===== src/rtl/ifu_fq_pkg.sv =====
// Shared types and constants for the fetch unit and its queue.
package ifu_pkg;

    localparam int INSN_W = 32;
    localparam int PC_W   = 62;

    localparam logic [PC_W-1:0] RESET_PC_DEF = '0;

    typedef struct packed {
        logic [PC_W-1:0]   pc;
        logic [INSN_W-1:0] insn;
    } fq_entry_t;

endpackage


===== src/rtl/ifu_fq_if.sv =====
// IRAM read port, redirect input and decode handshake of the fetch unit.
interface ifu_fq_if
    import ifu_pkg::*;
#(
    parameter int IRAM_AW = 16
) ();

    logic                i_flush;
    logic [PC_W-1:0]     i_pc_tgt;
    logic [IRAM_AW-1:0]  o_iram_addr;
    logic                o_iram_re;
    logic [INSN_W-1:0]   i_iram_rdata;
    logic                o_valid;
    logic                i_ready;
    logic [INSN_W-1:0]   o_insn;
    logic [PC_W+1:0]     o_pc;

    modport master (
        input  i_flush, i_pc_tgt, i_iram_rdata, i_ready,
        output o_iram_addr, o_iram_re, o_valid, o_insn, o_pc
    );

    modport slave (
        output i_flush, i_pc_tgt, i_iram_rdata, i_ready,
        input  o_iram_addr, o_iram_re, o_valid, o_insn, o_pc
    );

endinterface


===== src/rtl/ifu_fq_fetch_queue.sv =====
// Circular buffer of fetched {pc, insn} entries; DEPTH must be a power of two.
module fetch_queue
    import ifu_pkg::*;
#(
    parameter int DEPTH = 4
) (
    input  logic                       clk,
    input  logic                       rst_n,
    input  logic                       push,
    input  fq_entry_t                  push_data,
    input  logic                       pop,
    input  logic                       clear,
    output fq_entry_t                  head_data,
    output logic [$clog2(DEPTH+1)-1:0] count
);

    localparam int AW = $clog2(DEPTH);
    localparam int CW = $clog2(DEPTH+1);

    fq_entry_t       mem [DEPTH];
    logic [AW-1:0]   head;
    logic [AW-1:0]   tail;

    always_ff @(posedge clk) begin
        if (push && !clear) begin
            mem[tail] <= push_data;
        end
    end

    always_ff @(posedge clk or negedge rst_n) begin
        if (!rst_n) begin
            head  <= '0;
            tail  <= '0;
            count <= '0;
        end else if (clear) begin
            head  <= '0;
            tail  <= '0;
            count <= '0;
        end else begin
            if (push) begin
                tail <= tail + 1'b1;
            end
            if (pop) begin
                head <= head + 1'b1;
            end
            case ({push, pop})
                2'b10:   count <= count + CW'(1);
                2'b01:   count <= count - CW'(1);
                default: count <= count;
            endcase
        end
    end

    // Storage is not reset, so an empty queue must not expose stale words.
    assign head_data = (count != '0) ? mem[head] : '0;

endmodule


===== src/rtl/ifu_fq.sv =====
// Instruction fetch unit: credit-throttled IRAM reads feeding a decode queue.
// Optional IFU_BYPASS_EN presents a returning word to decode in the same cycle when the queue is empty.
module ifu_fq
    import ifu_pkg::*;
#(
    parameter int              IRAM_AW  = 16,
    parameter int              FQ_DEPTH = 4,
    parameter logic [PC_W-1:0] RESET_PC = RESET_PC_DEF
) (
    input  logic      clk,
    input  logic      rst_n,
    ifu_fq_if.master  bus
);

    localparam int CW = $clog2(FQ_DEPTH+1);

    logic [PC_W-1:0] fpc;
    logic [PC_W-1:0] pc_d1;
    logic            inflight;

    fq_entry_t       head_ent;
    fq_entry_t       ret_ent;
    logic [CW-1:0]   q_count;
    logic            q_nonempty;
    logic            iram_re;
    logic            byp;
    logic            q_push;
    logic            q_pop;

    assign q_nonempty = (q_count != '0);
    assign ret_ent    = '{pc: pc_d1, insn: bus.i_iram_rdata};

    // Counting the in-flight read as occupied is what keeps the queue from overflowing.
    assign iram_re = rst_n && !bus.i_flush
                     && ((32'(q_count) + 32'(inflight)) < FQ_DEPTH);

`ifdef IFU_BYPASS_EN
    assign byp = !q_nonempty && inflight && !bus.i_flush;
`else
    assign byp = 1'b0;
`endif

    assign q_pop  = q_nonempty && bus.i_ready && !bus.i_flush;
    assign q_push = inflight && !bus.i_flush && !(byp && bus.i_ready);

    always_ff @(posedge clk or negedge rst_n) begin
        if (!rst_n) begin
            fpc      <= RESET_PC;
            pc_d1    <= '0;
            inflight <= 1'b0;
        end else if (bus.i_flush) begin
            fpc      <= bus.i_pc_tgt;
            inflight <= 1'b0;
        end else begin
            inflight <= iram_re;
            if (iram_re) begin
                fpc   <= fpc + 1'b1;
                pc_d1 <= fpc;
            end
        end
    end

    fetch_queue #(
        .DEPTH (FQ_DEPTH)
    ) u_fq (
        .clk       (clk),
        .rst_n     (rst_n),
        .push      (q_push),
        .push_data (ret_ent),
        .pop       (q_pop),
        .clear     (bus.i_flush),
        .head_data (head_ent),
        .count     (q_count)
    );

    always_comb begin
        bus.o_valid = q_nonempty;
        bus.o_insn  = head_ent.insn;
        bus.o_pc    = {head_ent.pc, 2'b00};
        if (byp) begin
            bus.o_valid = 1'b1;
            bus.o_insn  = ret_ent.insn;
            bus.o_pc    = {ret_ent.pc, 2'b00};
        end
    end

    assign bus.o_iram_re   = iram_re;
    assign bus.o_iram_addr = fpc[IRAM_AW-1:0];

endmodule


===== src/flat_wrapper.sv =====
// flat-port wrapper written by rule: the top's interface ports become plain ports
module ifu_fq_flat import ifu_pkg::*;
#(
    parameter int              IRAM_AW  = 16,
    parameter int              FQ_DEPTH = 4,
    parameter logic [PC_W-1:0] RESET_PC = RESET_PC_DEF
)
  (clk, rst_n, bus_i_flush, bus_i_pc_tgt, bus_i_iram_rdata, bus_i_ready, bus_o_iram_addr, bus_o_iram_re, bus_o_valid, bus_o_insn, bus_o_pc);
  ifu_fq_if #(.IRAM_AW(IRAM_AW)) bus_i ();
  input  logic clk;
  input  logic rst_n;
  input wire logic [$bits(bus_i.i_flush)-1:0] bus_i_flush;
  input wire logic [$bits(bus_i.i_pc_tgt)-1:0] bus_i_pc_tgt;
  input wire logic [$bits(bus_i.i_iram_rdata)-1:0] bus_i_iram_rdata;
  input wire logic [$bits(bus_i.i_ready)-1:0] bus_i_ready;
  output wire logic [$bits(bus_i.o_iram_addr)-1:0] bus_o_iram_addr;
  output wire logic [$bits(bus_i.o_iram_re)-1:0] bus_o_iram_re;
  output wire logic [$bits(bus_i.o_valid)-1:0] bus_o_valid;
  output wire logic [$bits(bus_i.o_insn)-1:0] bus_o_insn;
  output wire logic [$bits(bus_i.o_pc)-1:0] bus_o_pc;
  assign bus_i.i_flush = bus_i_flush;
  assign bus_i.i_pc_tgt = bus_i_pc_tgt;
  assign bus_i.i_iram_rdata = bus_i_iram_rdata;
  assign bus_i.i_ready = bus_i_ready;
  assign bus_o_iram_addr = bus_i.o_iram_addr;
  assign bus_o_iram_re = bus_i.o_iram_re;
  assign bus_o_valid = bus_i.o_valid;
  assign bus_o_insn = bus_i.o_insn;
  assign bus_o_pc = bus_i.o_pc;
  ifu_fq #(.IRAM_AW(IRAM_AW), .FQ_DEPTH(FQ_DEPTH), .RESET_PC(RESET_PC)) u_core (.clk(clk), .rst_n(rst_n), .bus(bus_i));
endmodule

===== config.mk =====
export PLATFORM = sky130hd
export DESIGN_NAME = ifu_fq_flat
export DESIGN_NICKNAME = d
export VERILOG_FILES = /design/src/rtl/ifu_fq_pkg.sv /design/src/rtl/ifu_fq_if.sv /design/src/rtl/ifu_fq_fetch_queue.sv /design/src/rtl/ifu_fq.sv /design/src/flat_wrapper.sv
export SDC_FILE = /design/constraint.sdc
export NUM_CORES = 1
export LEC_CHECK = 0
export ABC_AREA = 0
export ABC_CLOCK_PERIOD_IN_PS = 3940
export CAP_MARGIN = 20
export CORE_MARGIN = 2
export CORE_UTILIZATION = 23
export CTS_CLUSTER_SIZE = 8
export DETAILED_ROUTE_END_ITERATION = 16
export REMOVE_ABC_BUFFERS = 1
export SLEW_MARGIN = 10
export SYNTH_ARGS = -nofsm -noshare
export SYNTH_HDL_FRONTEND = slang
export SYNTH_SLANG_ARGS = --single-unit

===== constraint.sdc =====
create_clock -name clk -period 3.94 [get_ports clk]
set_input_delay 0.788 -clock clk [delete_from_list [all_inputs] [get_ports clk]]
set_output_delay 0.788 -clock clk [all_outputs]
set_load 0.01 [all_outputs]

==> results.cfg <==
[synthesis]
syn-cell-area_um2 = 21100
avgSynthCellArea_um2 = 15.0
netlist_instances = 1411
synthFlopType = edfxtp_1
async_flop_share = 0.260
yosysMostFrequentCell = edfxtp_1
yosysTopAreaCell = edfxtp_1
yosysSeqAreaShare = 0.692
synth_enable_flop_cells = 376
yosys-top-cells-area = edfxtp_1 (54%), dfrtp_1 (16%), mux4_2 (10%)
synth_cell_types = 54
synthTopCellsByCount = edfxtp_1 (376), nand2_1 (250), dfrtp_1 (132)
synth_top_area_frac = 0.535
ys_ff_latch = 508
ys_warn_count = 0

[detailed_routing]
drt-total-wl_um = 58200
drtIter0Drc = 1069
drcViolationCount = 0
drt-wirelength-per-cell_um = 20.2
drt_pass1_iterations = 6
via_per_inst = 4.56
drtAntennaViolNets = 0
vias = 13158

[critical_path]
crit_top_cell = buf_12
critPathRequiredTime_ns = 3.15
path_class = flop to output port
cp_slowest_cell = dfrtp_4
crit_family = buffers and inverters
rrSetupSlack_ns = 1.11
worstPathMaxFanout = 16
r2r_start = u_core.u_fq.count[1]$_DFFE_PN0P_
critPathBufInv = 3
max_stage_delay_ns = 0.60
cp_cell_sequence = buf_12, buf_12, mux4_2, and2_1, clkdlybuf4s50_1
critPathLaunch = u_core.u_fq.head[0]$_DFFE_PN0P_
crit_path_end_kind = output port
crit_path_start_kind = flop
cp_data_arrival_time_ns = 2.86

[final_layout]
final_core_util = 0.296
syn2layout_area_growth_pct = 28.2
drive_above_1_share = 0.146
final_cells = 2885
fillers = 9027
nets = 1749

[sta]
hold_viol = 0
min_period_over_period = 0.927
worstMarginPinSlew_ns = 0.981
finalSetupViolCount = 0
slew_headroom = 0.346
final_max_slew_viol_count = 0
fin_ws_ns = 0.289
period_needed_ns = 3.65
skew_ns = 0.0346
holdWs_ns = 0.420
clock.fmax_ghz = 0.274
rsz0062_at_grt = false

[clock_tree]
path_clk_slew_ns = 0.05
clock_latency_ns = 0.62
cts_hold_buffers = 0
cts-root-buf = clkbuf_16
cts_tree = built
htree_levels = 3
clockBufferDepth = 3
numCtsBuffers = 74
ctsResizeCount = 0
post_cts_buffers = 0
clock-sinks = 508

[grt]
grt_max_degree = 127
grt_first_pass_wirelength_um = 86700
antenna_found_initial = 16
overflow = 0
grt_pass1_vias = 13741
grt.total_usage = 0.122

[floorplanning]
dieArea_um2 = 94200
core-area_um2 = 91200
rows = 111
start_util = 0.231
ios = 212
die_h_um = 307
die_x_um = 307

[power]
p_leak_nw = 9.27
p_total_mw = 17.9
power_density_nw_per_um2 = 661
vdd_ir_drop_max_mv = 0.345

[placed_design]
io_buffers = 209
dp_hpwl_um = 37800
dpl.cell_count = 2754
gp_congestion = 0.833
post-place-ws_ns = 0.855

[flow_run]
max_cap_viol_count = 0

[worst_hold_path]
hold_class = input pin to asynchronous set/reset pin

[run_status]
status = completed
==> power breakdown <==
part           leakage (nW)  switching (mW)  internal, mW  total (mW)
logic                  3.17            2.19          2.49        4.69
clock network          1.04            2.39          3.59        5.97
registers              5.06           0.667          6.55        7.22
total                  9.27            5.25          12.6        17.9
==> sequential cells by signal (all words and copies together) (netlist names) <==
name,flops
u_core.fpc,62
u_core.u_fq.mem,376
u_core.u_fq.head,2
u_core.inflight,1
u_core.u_fq.count,3
u_core.pc_d1,62
u_core.u_fq.tail,2
==> metal layers <==
metal,vias to the layer above,global-route usage,wire (um)
met1,6745,0.156,24900
met2,409,0.196,28100
met3,122,0.0316,3510
met4,20,0.0504,1640
li1,5862,-,-
met5,-,0,115
==> layout by cell type, fill, tap and decap left out, types with 28 or more instances in the layout <==
cell               n
and2_1            97
clkbuf_1          40
clkbuf_16         74
clkdlybuf4s50_1  207
dfrtp_1          130
edfxtp_1         376
mux4_2            94
nand2_1          250
nand3_1           55
nand4_1           36
o211ai_1          28
==> worst paths after layout <==
check,to,cells after the start
worst min-delay path,u_core.pc_d1[61]$_DFFE_PN0P_,2
worst min register to register,u_core.u_fq.mem[1][32]$_DFFE_PP_,0
min in group clk,u_core.u_fq.mem[1][32]$_DFFE_PP_,0
worst max-delay path,bus_o_pc[40],5
max in group asynchronous,u_core.pc_d1[6]$_DFFE_PN0P_,3
worst max register to register,u_core.u_fq.count[2]$_DFFE_PN0P_,8
==> stage by stage <==
step,cell area (um2),setup TNS (ns)
floorplan,20700,-361.70
global placement,24800,0
detailed placement,24800,0
CTS,27000,0
global route,27000,0
finish,27000,0
==> final cells by class <==
type	count	area (um2)	share of cell area
Multi-Input combinational cell	800	6070	0.225
Inverter	9	33.8	0.00125
Sequential cell	508	14600	0.540
Clock buffer	114	2000	0.0740
Clock inverter	10	214	0.00791
Timing Repair Buffer	252	2620	0.0968
Tap cell	1186	1480	0.0549
Antenna cell	6	15.0	0.000555
==> cell families (layout without fill, tap and decap cells) <==
family | Yosys count | in the layout | synth area share
multiplexers | 99 | 99 | 0.103
XOR/XNOR | 5 | 5 | 0.00208
flip-flops | 508 | 508 | 0.692
adder cells (fa/ha/maj) | 6 | 6 | 0.00391
AO/OA/AOI/OAI | 127 | 127 | 0.0425
AND/OR/NAND/NOR | 561 | 561 | 0.134
other | 1 | 8 | 0.000178
buffers and inverters | 104 | 385 | 0.0224
Note: power is estimated with default switching activity, not from simulation.
